File: src/rtl/hdlc_tx_framer_if.sv
// -----------------------------------------------------------------------------
// hdlc_tx_framer_if
// Byte-in / bit-out bundle for the HDLC transmit framer.
//   in_data[7:0] : frame byte, sent LSB first
//   in_last      : marks in_data as the final byte of the frame
//   in_valid     : byte offered by the source
//   in_ready     : framer holding register empty (accept on valid && ready)
//   out          : serial line bit, one per clock
//   busy         : frame (flags, payload, abort) in progress on the line
//   underrun     : one-cycle pulse on the first abort bit
// Modports: master = byte source / line observer, slave = framer.
// -----------------------------------------------------------------------------
interface hdlc_tx_framer_if;
  logic [7:0] in_data;
  logic       in_last;
  logic       in_valid;
  logic       in_ready;
  logic       out;
  logic       busy;
  logic       underrun;

  modport master (
    output in_data, in_last, in_valid,
    input  in_ready, out, busy, underrun
  );

  modport slave (
    input  in_data, in_last, in_valid,
    output in_ready, out, busy, underrun
  );
endinterface

File: src/rtl/hdlc_tx_framer.sv
// -----------------------------------------------------------------------------
// hdlc_tx_framer
// Transmit-side HDLC framer: wraps frame bytes in 01111110 flags, sends them
// LSB first one bit per clock, inserts a 0 after five consecutive payload 1s,
// and sends eight 1s (abort) if the source runs dry mid-frame.
// Ports:
//   clk   : sole clock, rising edge
//   reset : synchronous, active-high
//   bus   : hdlc_tx_framer_if.slave (byte handshake in, serial line out)
// Build option:
//   HDLC_TX_FLAG_IDLE_EN defined   -> idle line carries continuous flags,
//                                     frames start only on a flag boundary
//   HDLC_TX_FLAG_IDLE_EN undefined -> idle line held at 1 (mark idle)
// -----------------------------------------------------------------------------
module hdlc_tx_framer (
  input  logic             clk,
  input  logic             reset,
  hdlc_tx_framer_if.slave  bus
);

  // Flag 01111110 is symmetric, so bit i of this constant is the i-th bit on
  // the line.
  localparam logic [7:0] FLAG     = 8'h7E;
  localparam logic [2:0] ONES_MAX = 3'd5;

`ifdef HDLC_TX_FLAG_IDLE_EN
  localparam bit FLAG_IDLE = 1'b1;
`else
  localparam bit FLAG_IDLE = 1'b0;
`endif

  typedef enum logic [2:0] {
    S_IDLE, S_OPEN, S_DATA, S_STUFF, S_CLOSE, S_ABORT
  } state_t;

  // state_q/idx_q describe the bit currently on the line, except in IDLE where
  // idx_q is the next fill-flag bit (0 means "at a flag boundary").
  state_t     state_q, state_d;
  logic [2:0] idx_q, idx_d;
  logic [2:0] ones_q, ones_d;
  logic [7:0] shift_q, shift_d;
  logic       last_q, last_d;
  logic       out_q, out_d;
  logic [7:0] hold_q;
  logic       hold_last_q;
  logic       hold_full_q;

  logic       load_byte;   // move holding byte into the shifter, free holding reg
  logic       advance;     // step past the current payload bit (no stuff pending)
  logic [2:0] idx_inc;
  logic       accept;

  assign idx_inc = idx_q + 3'd1;
  assign accept  = bus.in_valid && !hold_full_q;

  always_comb begin
    state_d   = state_q;
    idx_d     = idx_q;
    ones_d    = ones_q;
    shift_d   = shift_q;
    last_d    = last_q;
    out_d     = out_q;
    load_byte = 1'b0;
    advance   = 1'b0;

    case (state_q)
      S_IDLE: begin
        if (idx_q == 3'd0 && hold_full_q) begin
          state_d = S_OPEN;
          idx_d   = 3'd0;
          out_d   = FLAG[0];
          ones_d  = 3'd0;
        end else if (FLAG_IDLE) begin
          out_d = FLAG[idx_q];
          idx_d = idx_inc;
        end else begin
          out_d = 1'b1;
        end
      end
      S_OPEN: begin
        if (idx_q != 3'd7) begin
          idx_d = idx_inc;
          out_d = FLAG[idx_inc];
        end else begin
          load_byte = 1'b1;
        end
      end
      S_DATA: begin
        if (ones_q == ONES_MAX) begin
          state_d = S_STUFF;
          out_d   = 1'b0;
          ones_d  = 3'd0;
        end else begin
          advance = 1'b1;
        end
      end
      S_STUFF: advance = 1'b1;
      S_CLOSE, S_ABORT: begin
        if (idx_q != 3'd7) begin
          idx_d = idx_inc;
          out_d = (state_q == S_CLOSE) ? FLAG[idx_inc] : 1'b1;
        end else begin
          // Entering IDLE: the first fill bit goes out immediately.
          state_d = S_IDLE;
          out_d   = FLAG_IDLE ? FLAG[0] : 1'b1;
          idx_d   = FLAG_IDLE ? 3'd1 : 3'd0;
        end
      end
      default: begin
        state_d = S_IDLE;
        idx_d   = 3'd0;
        out_d   = 1'b1;
      end
    endcase

    // idx_q counts payload bits only; a stuffed 0 leaves it on the bit it
    // followed, so resuming from STUFF continues with the pending bit.
    if (advance) begin
      if (idx_q != 3'd7) begin
        state_d = S_DATA;
        idx_d   = idx_inc;
        out_d   = shift_q[0];
        shift_d = {1'b0, shift_q[7:1]};
        ones_d  = shift_q[0] ? ones_q + 3'd1 : 3'd0;
      end else if (last_q) begin
        state_d = S_CLOSE;
        idx_d   = 3'd0;
        out_d   = FLAG[0];
      end else if (hold_full_q) begin
        load_byte = 1'b1;
      end else begin
        state_d = S_ABORT;
        idx_d   = 3'd0;
        out_d   = 1'b1;
      end
    end

    // The ones count carries across byte boundaries (cleared only on OPEN).
    if (load_byte) begin
      state_d = S_DATA;
      idx_d   = 3'd0;
      out_d   = hold_q[0];
      shift_d = {1'b0, hold_q[7:1]};
      last_d  = hold_last_q;
      ones_d  = hold_q[0] ? ones_q + 3'd1 : 3'd0;
    end
  end

  always_ff @(posedge clk) begin
    if (reset) begin
      state_q     <= S_IDLE;
      idx_q       <= 3'd0;
      ones_q      <= 3'd0;
      shift_q     <= 8'h00;
      last_q      <= 1'b0;
      out_q       <= 1'b1;
      hold_q      <= 8'h00;
      hold_last_q <= 1'b0;
      hold_full_q <= 1'b0;
    end else begin
      state_q <= state_d;
      idx_q   <= idx_d;
      ones_q  <= ones_d;
      shift_q <= shift_d;
      last_q  <= last_d;
      out_q   <= out_d;
      // accept needs an empty holding reg and load_byte a full one, so the
      // two never coincide.
      if (accept) begin
        hold_q      <= bus.in_data;
        hold_last_q <= bus.in_last;
        hold_full_q <= 1'b1;
      end
      if (load_byte) begin
        hold_full_q <= 1'b0;
      end
    end
  end

  assign bus.in_ready = !hold_full_q;
  assign bus.out      = out_q;
  assign bus.busy     = (state_q != S_IDLE);
  assign bus.underrun = (state_q == S_ABORT) && (idx_q == 3'd0);

endmodule

File: src/flat_wrapper.sv
// flat-port wrapper written by rule: the top's interface ports become plain ports
module hdlc_tx_framer_flat 
  (clk, reset, bus_in_data, bus_in_last, bus_in_valid, bus_in_ready, bus_out, bus_busy, bus_underrun);
  hdlc_tx_framer_if bus_i ();
  input  logic clk;
  input  logic reset;
  input wire logic [$bits(bus_i.in_data)-1:0] bus_in_data;
  input wire logic [$bits(bus_i.in_last)-1:0] bus_in_last;
  input wire logic [$bits(bus_i.in_valid)-1:0] bus_in_valid;
  output wire logic [$bits(bus_i.in_ready)-1:0] bus_in_ready;
  output wire logic [$bits(bus_i.out)-1:0] bus_out;
  output wire logic [$bits(bus_i.busy)-1:0] bus_busy;
  output wire logic [$bits(bus_i.underrun)-1:0] bus_underrun;
  assign bus_i.in_data = bus_in_data;
  assign bus_i.in_last = bus_in_last;
  assign bus_i.in_valid = bus_in_valid;
  assign bus_in_ready = bus_i.in_ready;
  assign bus_out = bus_i.out;
  assign bus_busy = bus_i.busy;
  assign bus_underrun = bus_i.underrun;
  hdlc_tx_framer u_core (.clk(clk), .reset(reset), .bus(bus_i));
endmodule
File: config.mk
export PLATFORM = sky130hd
export DESIGN_NAME = hdlc_tx_framer_flat
export DESIGN_NICKNAME = d
export VERILOG_FILES = /design/src/rtl/hdlc_tx_framer_if.sv /design/src/rtl/hdlc_tx_framer.sv /design/src/flat_wrapper.sv
export SDC_FILE = /design/constraint.sdc
export NUM_CORES = 1
export LEC_CHECK = 0
export ABC_AREA = 1
export BUFFER_PORTS_ARGS = -buffer_cell sky130_fd_sc_hd__buf_2
export CORE_MARGIN = 2
export CORE_UTILIZATION = 50
export DETAILED_ROUTE_END_ITERATION = 8
export GPL_TIMING_DRIVEN = 0
export PLACE_DENSITY = 0.74
export SYNTH_ARGS = -nofsm -noshare
export SYNTH_HDL_FRONTEND = slang
export SYNTH_SLANG_ARGS = --single-unit
File: constraint.sdc
create_clock -name clk -period 2.47 [get_ports clk]
set_clock_uncertainty 0.15 [all_clocks]
set_input_delay 0.494 -clock clk [delete_from_list [all_inputs] [get_ports clk]]
set_output_delay 0.494 -clock clk [all_outputs]
set_load 0.1 [all_outputs]
==> reports/qor.yml, run 1 <==
status: "complete, no violations"
clk_pin_slew_ns: 0.14
avgSynthCellArea_sq_um: 6.95
die-area_sq_mm: 0.00355
cts_tree: "yes"
finalHoldViolations: 0
maxCapViolations: 0
synth.yosys.seq_area_share: 0.363
synth_cells: 222
postRouteAntennaNets: 0
min_period_over_period: 0.904
grt-ovfl-total: 0
area.sequential_sq_um: 561
hold_buffers: 0
mostFrequentLayoutCells: "nand2_1, nor2_1, dfxtp_1"
area_delta_synth_final_pct: 8.84
cts-htree-levels: 1
multiInputGateArea_sq_um: 861
timing.slew.headroom: 0.637
drc: 0
tns_ns: 0
ys_types: 28
final_layout_size_suffix_gt1_frac: 0.163
final_util: 0.559
ir_worst_vdd_mv: 0.383
rsz0062_at_grt: "no"
ioPinCount: 16
wl_per_cell_microns: 11.1
numCtsBuffers: 3
postCtsSetupBuffers: 0
crit_type: "flip-flop to output pin"
yosys.area.top_type: "dfxtp_1"
cts_resized: 0
grt_first_pass_wirelength_microns: 5350
fp.dieH_microns: 59.5
use_met2: 0.342
cts_root_buffer: "clkbuf_4"
nets: 261
synthTopCellsByArea: "dfxtp_1, nand2_1, nor2_1, a21oi_1, ha_1"
fillerInstances: 306
synth_area_sq_mm: 0.00154
hold_path.class: "primary input to flip-flop"
cp-end-kind: "output pin"
grt_pass1_vias: 1300
critPathMaxStageDelay_ns: 0.42
cts.sinks: 28
arrival_ns: 1.59
grt_util_all_layers: 0.194
clock_latency_ns: 0.32
gp_congestion: 0.849
cp_data_required_time_ns: 1.83
n_antenna_cell: 0
crit_path_start_kind: "flip-flop"
maxSlewViolCount: 0
layout_min_cycle_time_ns: 2.23
finalPower_mw: 1.03
max_freq_mhz: 448
postPlaceCellArea_sq_mm: 0.00166
crit_chain: "inv_1 > ha_1 > nand3_1 > nor2_2 > buf_2"
clockBufferDepth: 2
cpMaxStageDelayCell: "buf_2"
yosysWarnings: 0
tightestPinTransition_ns: 0.543
use_met1: 0.247
viasPerCell: 5.14
met3_usage: 0.0262
setup_viol: 0
stdcell_area_sq_mm: 0.00168
die_x_microns: 59.5
drtIter0Drc: 63
final_common_cell: "nand2_1"
io_buffers: 14
grt_max_degree: 15
wl_microns: 3010
synth_seq_cells: 28
syn_nets: 242
crit_fanout: 4
synth_top_area_frac: 0.363
dp_hpwl_microns: 2350
busiest_layer: "met2"
drt-pass1-iter-count: 4
antenna_found_initial: 0
start_util: 0.514
power_density_mw_per_mm2: 613
vias: 1397
core-area_sq_mm: 0.00300
p_leak_nw: 0.731
std_cell_rows: 20
## layer usage
metal,share of wire,up-vias
met5,0,-
met3,0.027,5
met1,0.50,622
li1,-,750
met2,0.46,20
met4,0.011,0
## where the power goes
group          internal (mW)  switching [mW]  total (mW)  leakage, nW
Clock                 0.0572           0.126       0.183       0.0138
Sequential             0.486          0.0236       0.509        0.229
Combinational         0.0873           0.249       0.337        0.488
## area by class of cell
class,count,area share
repair buffers,14,0.0417
well taps,33,0.0246
flip-flops and latches,28,0.334
clock buffers,3,0.0134
plain buffers,3,0.00894
multi-input cells,162,0.513
inverters,29,0.0648
## worst max-delay path: cells and delay by family (launching register included)
kind | cells | cell delay, ns
flops | 1 | 0.35
fa+ha+maj | 1 | 0.19
buf+inv | 2 | 0.56
simple gates | 2 | 0.17
## through the flow
step | std cells | setup slack [ns] | hold slack, ns
after floorplan | 222 | 0.381 | 0.289
after global placement | 269 | 0.440 | 0.301
after detailed placement | 269 | 0.418 | 0.303
after CTS | 272 | 0.234 | 0.229
after global routing | 272 | 0.140 | 0.242
final | 272 | 0.237 | 0.233
## state kept, by name, summed over array words and instances (netlist names)
| signal | flops |
|---|---|
| u_core.hold_full_q | 1 |
| u_core.state_q | 3 |
| u_core.bus.out | 1 |
| u_core.hold_q | 8 |
| u_core.hold_last_q | 1 |
| u_core.last_q | 1 |
| u_core.idx_q | 3 |
| u_core.shift_q | 7 |
| u_core.ones_q | 3 |
## cell usage after synthesis
cell type   n
a211oi_1    1
a21oi_1    21
a21oi_2     1
buf_4       1
clkbuf_1    2
clkinv_1    1
dfxtp_1    28
ha_1        8
inv_1      23
inv_2       5
nand2_1    41
nand2_2     4
nand2_4     1
nand3_1    11
nand3_2     3
nand3_4     1
nand4_1     2
nor2_1     41
nor2_2      2
nor2_4      1
nor2_8      1
nor3_1      1
o211ai_1    1
o21ai_0    15
o21ai_1     3
o21ai_4     1
or2_0       1
xor2_1      1
## cell families (layout without fill, tap and decap cells)
logic type / count (synthesis) / after routing / share of synthesized area
buffers and inverters: 32 / 49 / 0.0803
XOR/XNOR: 1 / 1 / 0.00568
flip-flops: 28 / 28 / 0.363
AO/OA/AOI/OAI: 43 / 43 / 0.152
adder cells (fa/ha/maj): 8 / 8 / 0.0649
AND/OR/NAND/NOR: 110 / 110 / 0.333
## worst paths after layout
check                                                    start                              end  slack, ns  cells after the start
worst max-delay path                u_core.idx_q[0]$_SDFF_PP0_                     bus_underrun       0.24                      5
worst min-delay path                               bus_in_last  u_core.hold_last_q$_SDFFE_PP0P_       0.23                      3
worst max register to register      u_core.idx_q[1]$_SDFF_PP0_     u_core.state_q[0]$_SDFF_PP0_       0.40                      9
worst min register to register  u_core.shift_q[6]$_SDFFE_PP0P_   u_core.shift_q[6]$_SDFFE_PP0P_       0.32                      2
Power figures use the tool's default switching activity.
==> run 2: changes to the inputs <==
--- a/config.mk
+++ b/config.mk
@@ -10,6 +10,7 @@
 export CORE_MARGIN = 2
 export CORE_UTILIZATION = 50
 export DETAILED_ROUTE_END_ITERATION = 8
+export GPL_ROUTABILITY_DRIVEN = 0
 export GPL_TIMING_DRIVEN = 0
 export PLACE_DENSITY = 0.74
 export SYNTH_ARGS = -nofsm -noshare
==> constraint.sdc (replaced) <==
create_clock -name clk -period 2.47 [get_ports clk]
set_clock_uncertainty 0.15 [all_clocks]
set_input_delay 0.247 -clock clk [delete_from_list [all_inputs] [get_ports clk]]
set_output_delay 0.247 -clock clk [all_outputs]
set_load 0.1 [all_outputs]
==> reports/qor.yml, run 2 (same netlist as run 1, synthesis figures left out) <==
cts.sinks: 28  # unchanged
antenna_found_initial: 0  # unchanged
rsz0062_at_grt: "no"
drtIter0Drc: 111  # +76%
nets: 270  # +3.4%
crit_chain: "ha_1 > ha_1 > nand3_1 > o21ai_4 > nor2_2 > a21oi_2 > nor2_1"
power_density_mw_per_mm2: 644  # +5.2%
cts_tree: "yes"
maxSlewViolCount: 0  # unchanged
cp-end-kind: "flip-flop"
cp_data_required_time_ns: 2.57  # +0.74 ns
ir_worst_vdd_mv: 0.515  # +34%
cpMostUsedCell: "ha_1"
fp.dieH_microns: 59.5  # unchanged
grt_max_degree: 17  # +2
area_delta_synth_final_pct: 16.5
largestRegisters: "u_core.hold_q (8), u_core.shift_q (7)"
tightestPinTransition_ns: 0.534  # -0.00872 ns
ioPinCount: 16  # unchanged
drt-pass1-iter-count: 5  # +1
setup_viol: 0  # unchanged
cpMaxStageDelayCell: "dfxtp_1"
start_util: 0.514  # unchanged
io_buffers: 14  # unchanged
stdcell_area_sq_mm: 0.00180  # +7.0%
largest_register_ffs: 8  # unchanged
path_delay_family: "adder cells"
n_antenna_cell: 0  # unchanged
die_x_microns: 59.5  # unchanged
max_freq_mhz: 484  # +8.1%
wl_microns: 3300  # +9.6%
numCtsBuffers: 3  # unchanged
grt-ovfl-total: 0  # unchanged
postRouteAntennaNets: 0  # unchanged
vias: 1422  # +1.8%
finalHoldViolations: 0  # unchanged
layout_min_cycle_time_ns: 2.06  # -0.168 ns
place_inst: 269  # unchanged
crit_fanout: 8  # +4
timing.slew.headroom: 0.643  # +0.00584
drc: 0  # unchanged
p_leak_nw: 0.783  # +7.1%
crit_type: "flip-flop to flip-flop"
path_buf_inv: 0  # -2
std_cell_rows: 20  # unchanged
wl_per_cell_microns: 11.7  # +5.7%
clockBufferDepth: 2  # unchanged
grt_util_all_layers: 0.217  # +0.0233
stdcell_count: 282  # +3.7%
final_layout_size_suffix_gt1_frac: 0.157  # -0.00655
min_period_over_period: 0.836  # -0.0680
clock_latency_ns: 0.33  # about the same
cts-htree-levels: 1  # unchanged
postPlaceCellArea_sq_mm: 0.00165  # -0.15%
fillerInstances: 289  # -5.6%
critPathMaxStageDelay_ns: 0.42  # about the same
die-area_sq_mm: 0.00355  # unchanged
viasPerCell: 5.04  # -1.8%
crit_path_start_kind: "flip-flop"
hold_path.class: "primary input to flip-flop"
clk_pin_slew_ns: 0.15  # about the same
grt_first_pass_wirelength_microns: 5850  # +9.4%
regMostFlops: "u_core.hold_q"
core-area_sq_mm: 0.00300  # unchanged
arrival_ns: 2.17  # +0.58 ns
maxCapViolations: 0  # unchanged
dp_hpwl_microns: 2440  # +3.6%
tns_ns: 0  # unchanged
mostFrequentLayoutCells: "nor2_1, nand2_1, dfxtp_1"
grt_pass1_vias: 1361  # +4.7%
status: "complete, no violations"
cts_root_buffer: "clkbuf_4"
==> run 2: cell count changes in the layout (fill, tap and decap cells not counted) <==
cell	before	now
nor2_1	40	41
dlygate4sd3_1	0	9
nor2_2	3	2
bufinv_16	0	1
==> run 2: final cells by class <==
| class | instances | area [sq um] | area share |
|---|---|---|---|
| Multi-Input combinational cell | 162 | 858 | 0.478 |
| Sequential cell | 28 | 561 | 0.312 |
| Timing Repair Buffer | 23 | 160 | 0.0891 |
| Inverter | 29 | 109 | 0.0606 |
| Tap cell | 33 | 41.3 | 0.0230 |
| Clock inverter | 1 | 30.0 | 0.0167 |
| Clock buffer | 3 | 22.5 | 0.0125 |
| Buffer | 3 | 15.0 | 0.00836 |
==> run 2: metrics by stage <==
step / util / hold slack [ns] / power, mW / worst slack, ns
6_report: 0.598 / 0.0134 / 1.16 / 0.405
5_1_grt: 0.598 / 0.0236 / 1.23 / 0.226
4_1_cts: 0.598 / 0.00706 / 1.16 / 0.388
3_5_place_dp: 0.551 / 0.308 / 0.855 / 0.405
3_3_place_gp: 0.551 / 0.300 / 0.851 / 0.420
2_1_floorplan: - / 0.232 / 0.788 / 0.176
==> run 2: worst paths after layout <==
kind / end / from / slack, ns / cells after the start
hold / removal: u_core.hold_full_q$_SDFFE_PP0P_ / bus_in_valid / 0.01 / 3
hold reg to reg: u_core.shift_q[6]$_SDFFE_PP0P_ / u_core.hold_q[7]$_SDFFE_PP0P_ / 0.32 / 2
setup / recovery: u_core.ones_q[0]$_SDFF_PP0_ / u_core.idx_q[1]$_SDFF_PP0_ / 0.41 / 7
setup reg to reg: u_core.ones_q[0]$_SDFF_PP0_ / u_core.idx_q[1]$_SDFF_PP0_ / 0.41 / 7
==> run 2: power breakdown <==
| part | leakage [nW] | switching, mW | internal [mW] |
|---|---|---|---|
| Combinational | 0.526 | 0.252 | 0.0968 |
| Sequential | 0.229 | 0.0244 | 0.486 |
| Clock | 0.0279 | 0.135 | 0.164 |
==> run 2: repair_timing <==
action,CTS,global route
gates resized for setup,0,0
hold buffers,9,0
hold endpoints to repair,9,0
buffers inserted,0,0
==> run 2: per-layer routing <==
metal  routed length (microns)  vias to the layer above  share of wire  GRT usage
li1                          -                      766              -          -
met1                      1600                      630           0.49      0.264
met2                      1600                       21           0.48      0.400
met3                        62                        5          0.019     0.0262
met4                        41                        0          0.012     0.0571
met5                         0                        -              0          0
==> run 2: worst register-to-register path, delay by kind of cell, from the launching register on <==
family | cells | cell delay, ns
compound gates | 2 | 0.46
fa+ha+maj | 2 | 0.56
simple gates | 3 | 0.41
flops | 1 | 0.42
==> run 3: changes to the inputs <==
==> constraint.sdc (replaced) <==
create_clock -name clk -period 2.1 [get_ports clk]
set_clock_uncertainty 0.15 [all_clocks]
set_input_delay 0.21 -clock clk [delete_from_list [all_inputs] [get_ports clk]]
set_output_delay 0.21 -clock clk [all_outputs]
set_load 0.1 [all_outputs]
==> reports/qor.yml, run 3 (same netlist as run 1, synthesis figures left out) <==
clockBufferDepth: 2  # unchanged
grt_first_pass_wirelength_microns: 5750  # -1.8%
viasPerCell: 5.05  # +0.21%
final_layout_size_suffix_gt1_frac: 0.168  # +0.0114
std_cell_rows: 20  # unchanged
tns_ns: 0  # unchanged
mostFrequentLayoutCells: "nand2_1, nor2_1, dfxtp_1"
numCtsBuffers: 3  # unchanged
clock_latency_ns: 0.33  # about the same
crit_type: "flip-flop to flip-flop"
cts_tree: "yes"
grt_util_all_layers: 0.213  # -0.00368
cts-htree-levels: 1  # unchanged
cts_root_buffer: "clkbuf_4"
postPlaceCellArea_sq_mm: 0.00166  # +0.15%
maxCapViolations: 0  # unchanged
min_period_over_period: 0.921  # +0.0853
area_delta_synth_final_pct: 17.8
timing.slew.headroom: 0.646  # +0.00336
fp.dieH_microns: 59.5  # unchanged
drt-pass1-iter-count: 4  # -1
finalHoldViolations: 0  # unchanged
drtIter0Drc: 84  # -24%
grt_pass1_vias: 1390  # +2.1%
crit_chain: "ha_1 > ha_2 > inv_2 > ha_1 > nor2_1 > a21oi_1 > nand2_1 > nand2_1 > a21oi_1"
grt_max_degree: 17  # unchanged
vias: 1430  # +0.56%
crit_path_start_kind: "flip-flop"
status: "complete, no violations"
wl_per_cell_microns: 11.2  # -4.6%
critPathMaxStageDelay_ns: 0.42  # about the same
p_leak_nw: 0.784  # +0.12%
tightestPinTransition_ns: 0.529  # -0.00502 ns
stdcell_count: 283  # +0.35%
cpMaxStageDelayCell: "dfxtp_1"
ir_worst_vdd_mv: 0.639  # +24%
postCtsSetupBuffers: 0  # unchanged
clk_pin_slew_ns: 0.15  # about the same
die-area_sq_mm: 0.00355  # unchanged
hold_path.class: "primary input to flip-flop"
antenna_found_initial: 0  # unchanged
start_util: 0.514  # unchanged
nets: 271  # +0.37%
max_freq_mhz: 517  # +6.7%
largest_register_ffs: 8  # unchanged
layout_min_cycle_time_ns: 1.93  # -0.130 ns
postRouteAntennaNets: 0  # unchanged
regMostFlops: "u_core.hold_q"
wl_microns: 3160  # -4.3%
place_inst: 269  # unchanged
grt-ovfl-total: 0  # unchanged
finalPower_mw: 1.36  # +17%
fillerInstances: 292  # +1.0%
rsz0062_at_grt: "no"
ioPinCount: 16  # unchanged
maxSlewViolCount: 0  # unchanged
stdcell_area_sq_mm: 0.00182  # +1.1%
final_common_cell: "nand2_1"
io_buffers: 14  # unchanged
n_antenna_cell: 0  # unchanged
dp_hpwl_microns: 2350  # -3.7%
largestRegisters: "u_core.hold_q (8), u_core.shift_q (7)"
setup_viol: 0  # unchanged
drc: 0  # unchanged
die_x_microns: 59.5  # unchanged
power_density_mw_per_mm2: 748  # +16%
crit_fanout: 9  # +1
cp-end-kind: "flip-flop"
hold_slack_ns: 0.0807  # +0.0673 ns
cts.sinks: 28  # unchanged
cp_data_required_time_ns: 2.22  # -0.35 ns
arrival_ns: 2.05  # -0.12 ns
core-area_sq_mm: 0.00300  # unchanged
==> run 3: changes by cell type in the layout (fill, tap and decap cells not counted), sizes merged <==
cell         before  now
dlygate4sd3       9   10
==> run 3: worst max-delay path: cells and delay by family (launching register included) <==
kind / cells / cell delay [ns]
fa+ha+maj: 3 / 0.81
flops: 1 / 0.42
simple gates: 3 / 0.21
compound gates: 2 / 0.17
buf+inv: 1 / 0.12
==> run 3: report_power, final <==
part | leakage (nW) | switching [mW] | internal (mW) | total (mW)
Combinational | 0.527 | 0.294 | 0.115 | 0.409
Sequential | 0.229 | 0.0290 | 0.571 | 0.600
Clock | 0.0279 | 0.157 | 0.193 | 0.350
==> run 3: stage by stage <==
stage | worst slack, ns | utilization
after floorplan | 0.0594 | -
after CTS | 0.00732 | 0.603
after detailed placement | 0.0262 | 0.552
final | 0.165 | 0.605
after global routing | 0.0367 | 0.605
after global placement | 0.0549 | 0.552
==> run 3: worst paths after layout <==
check        cells past startpoint                        endpoint  slack [ns]                           start
min                              2  u_core.shift_q[2]$_SDFFE_PP0P_        0.08                           reset
max                              9      u_core.idx_q[0]$_SDFF_PP0_        0.17      u_core.idx_q[1]$_SDFF_PP0_
min reg2reg                      2  u_core.shift_q[6]$_SDFFE_PP0P_        0.32  u_core.shift_q[6]$_SDFFE_PP0P_
max reg2reg                      9      u_core.idx_q[0]$_SDFF_PP0_        0.17      u_core.idx_q[1]$_SDFF_PP0_
==> run 3: final cells by class <==
type	instances	area, sq um	area share
Buffer	3	15.0	0.00826
Clock inverter	1	30.0	0.0165
Inverter	29	109	0.0599
Multi-Input combinational cell	162	868	0.478
Clock buffer	3	22.5	0.0124
Timing Repair Buffer	24	170	0.0937
Sequential cell	28	561	0.309
Tap cell	33	41.3	0.0227
==> run 3: per-layer routing <==
metal | up-vias | global-route usage | wire [microns]
li1 | 766 | - | -
met4 | 0 | 0.0762 | 42
met1 | 639 | 0.264 | 1510
met2 | 21 | 0.378 | 1530
met3 | 4 | 0.0262 | 76
met5 | - | 0 | 0
==> run 3: what timing repair did <==
action,CTS,global route
resized for setup,0,2
hold buffers,10,0
endpoints found under the setup margin,0,12
endpoints found under the hold margin,10,0
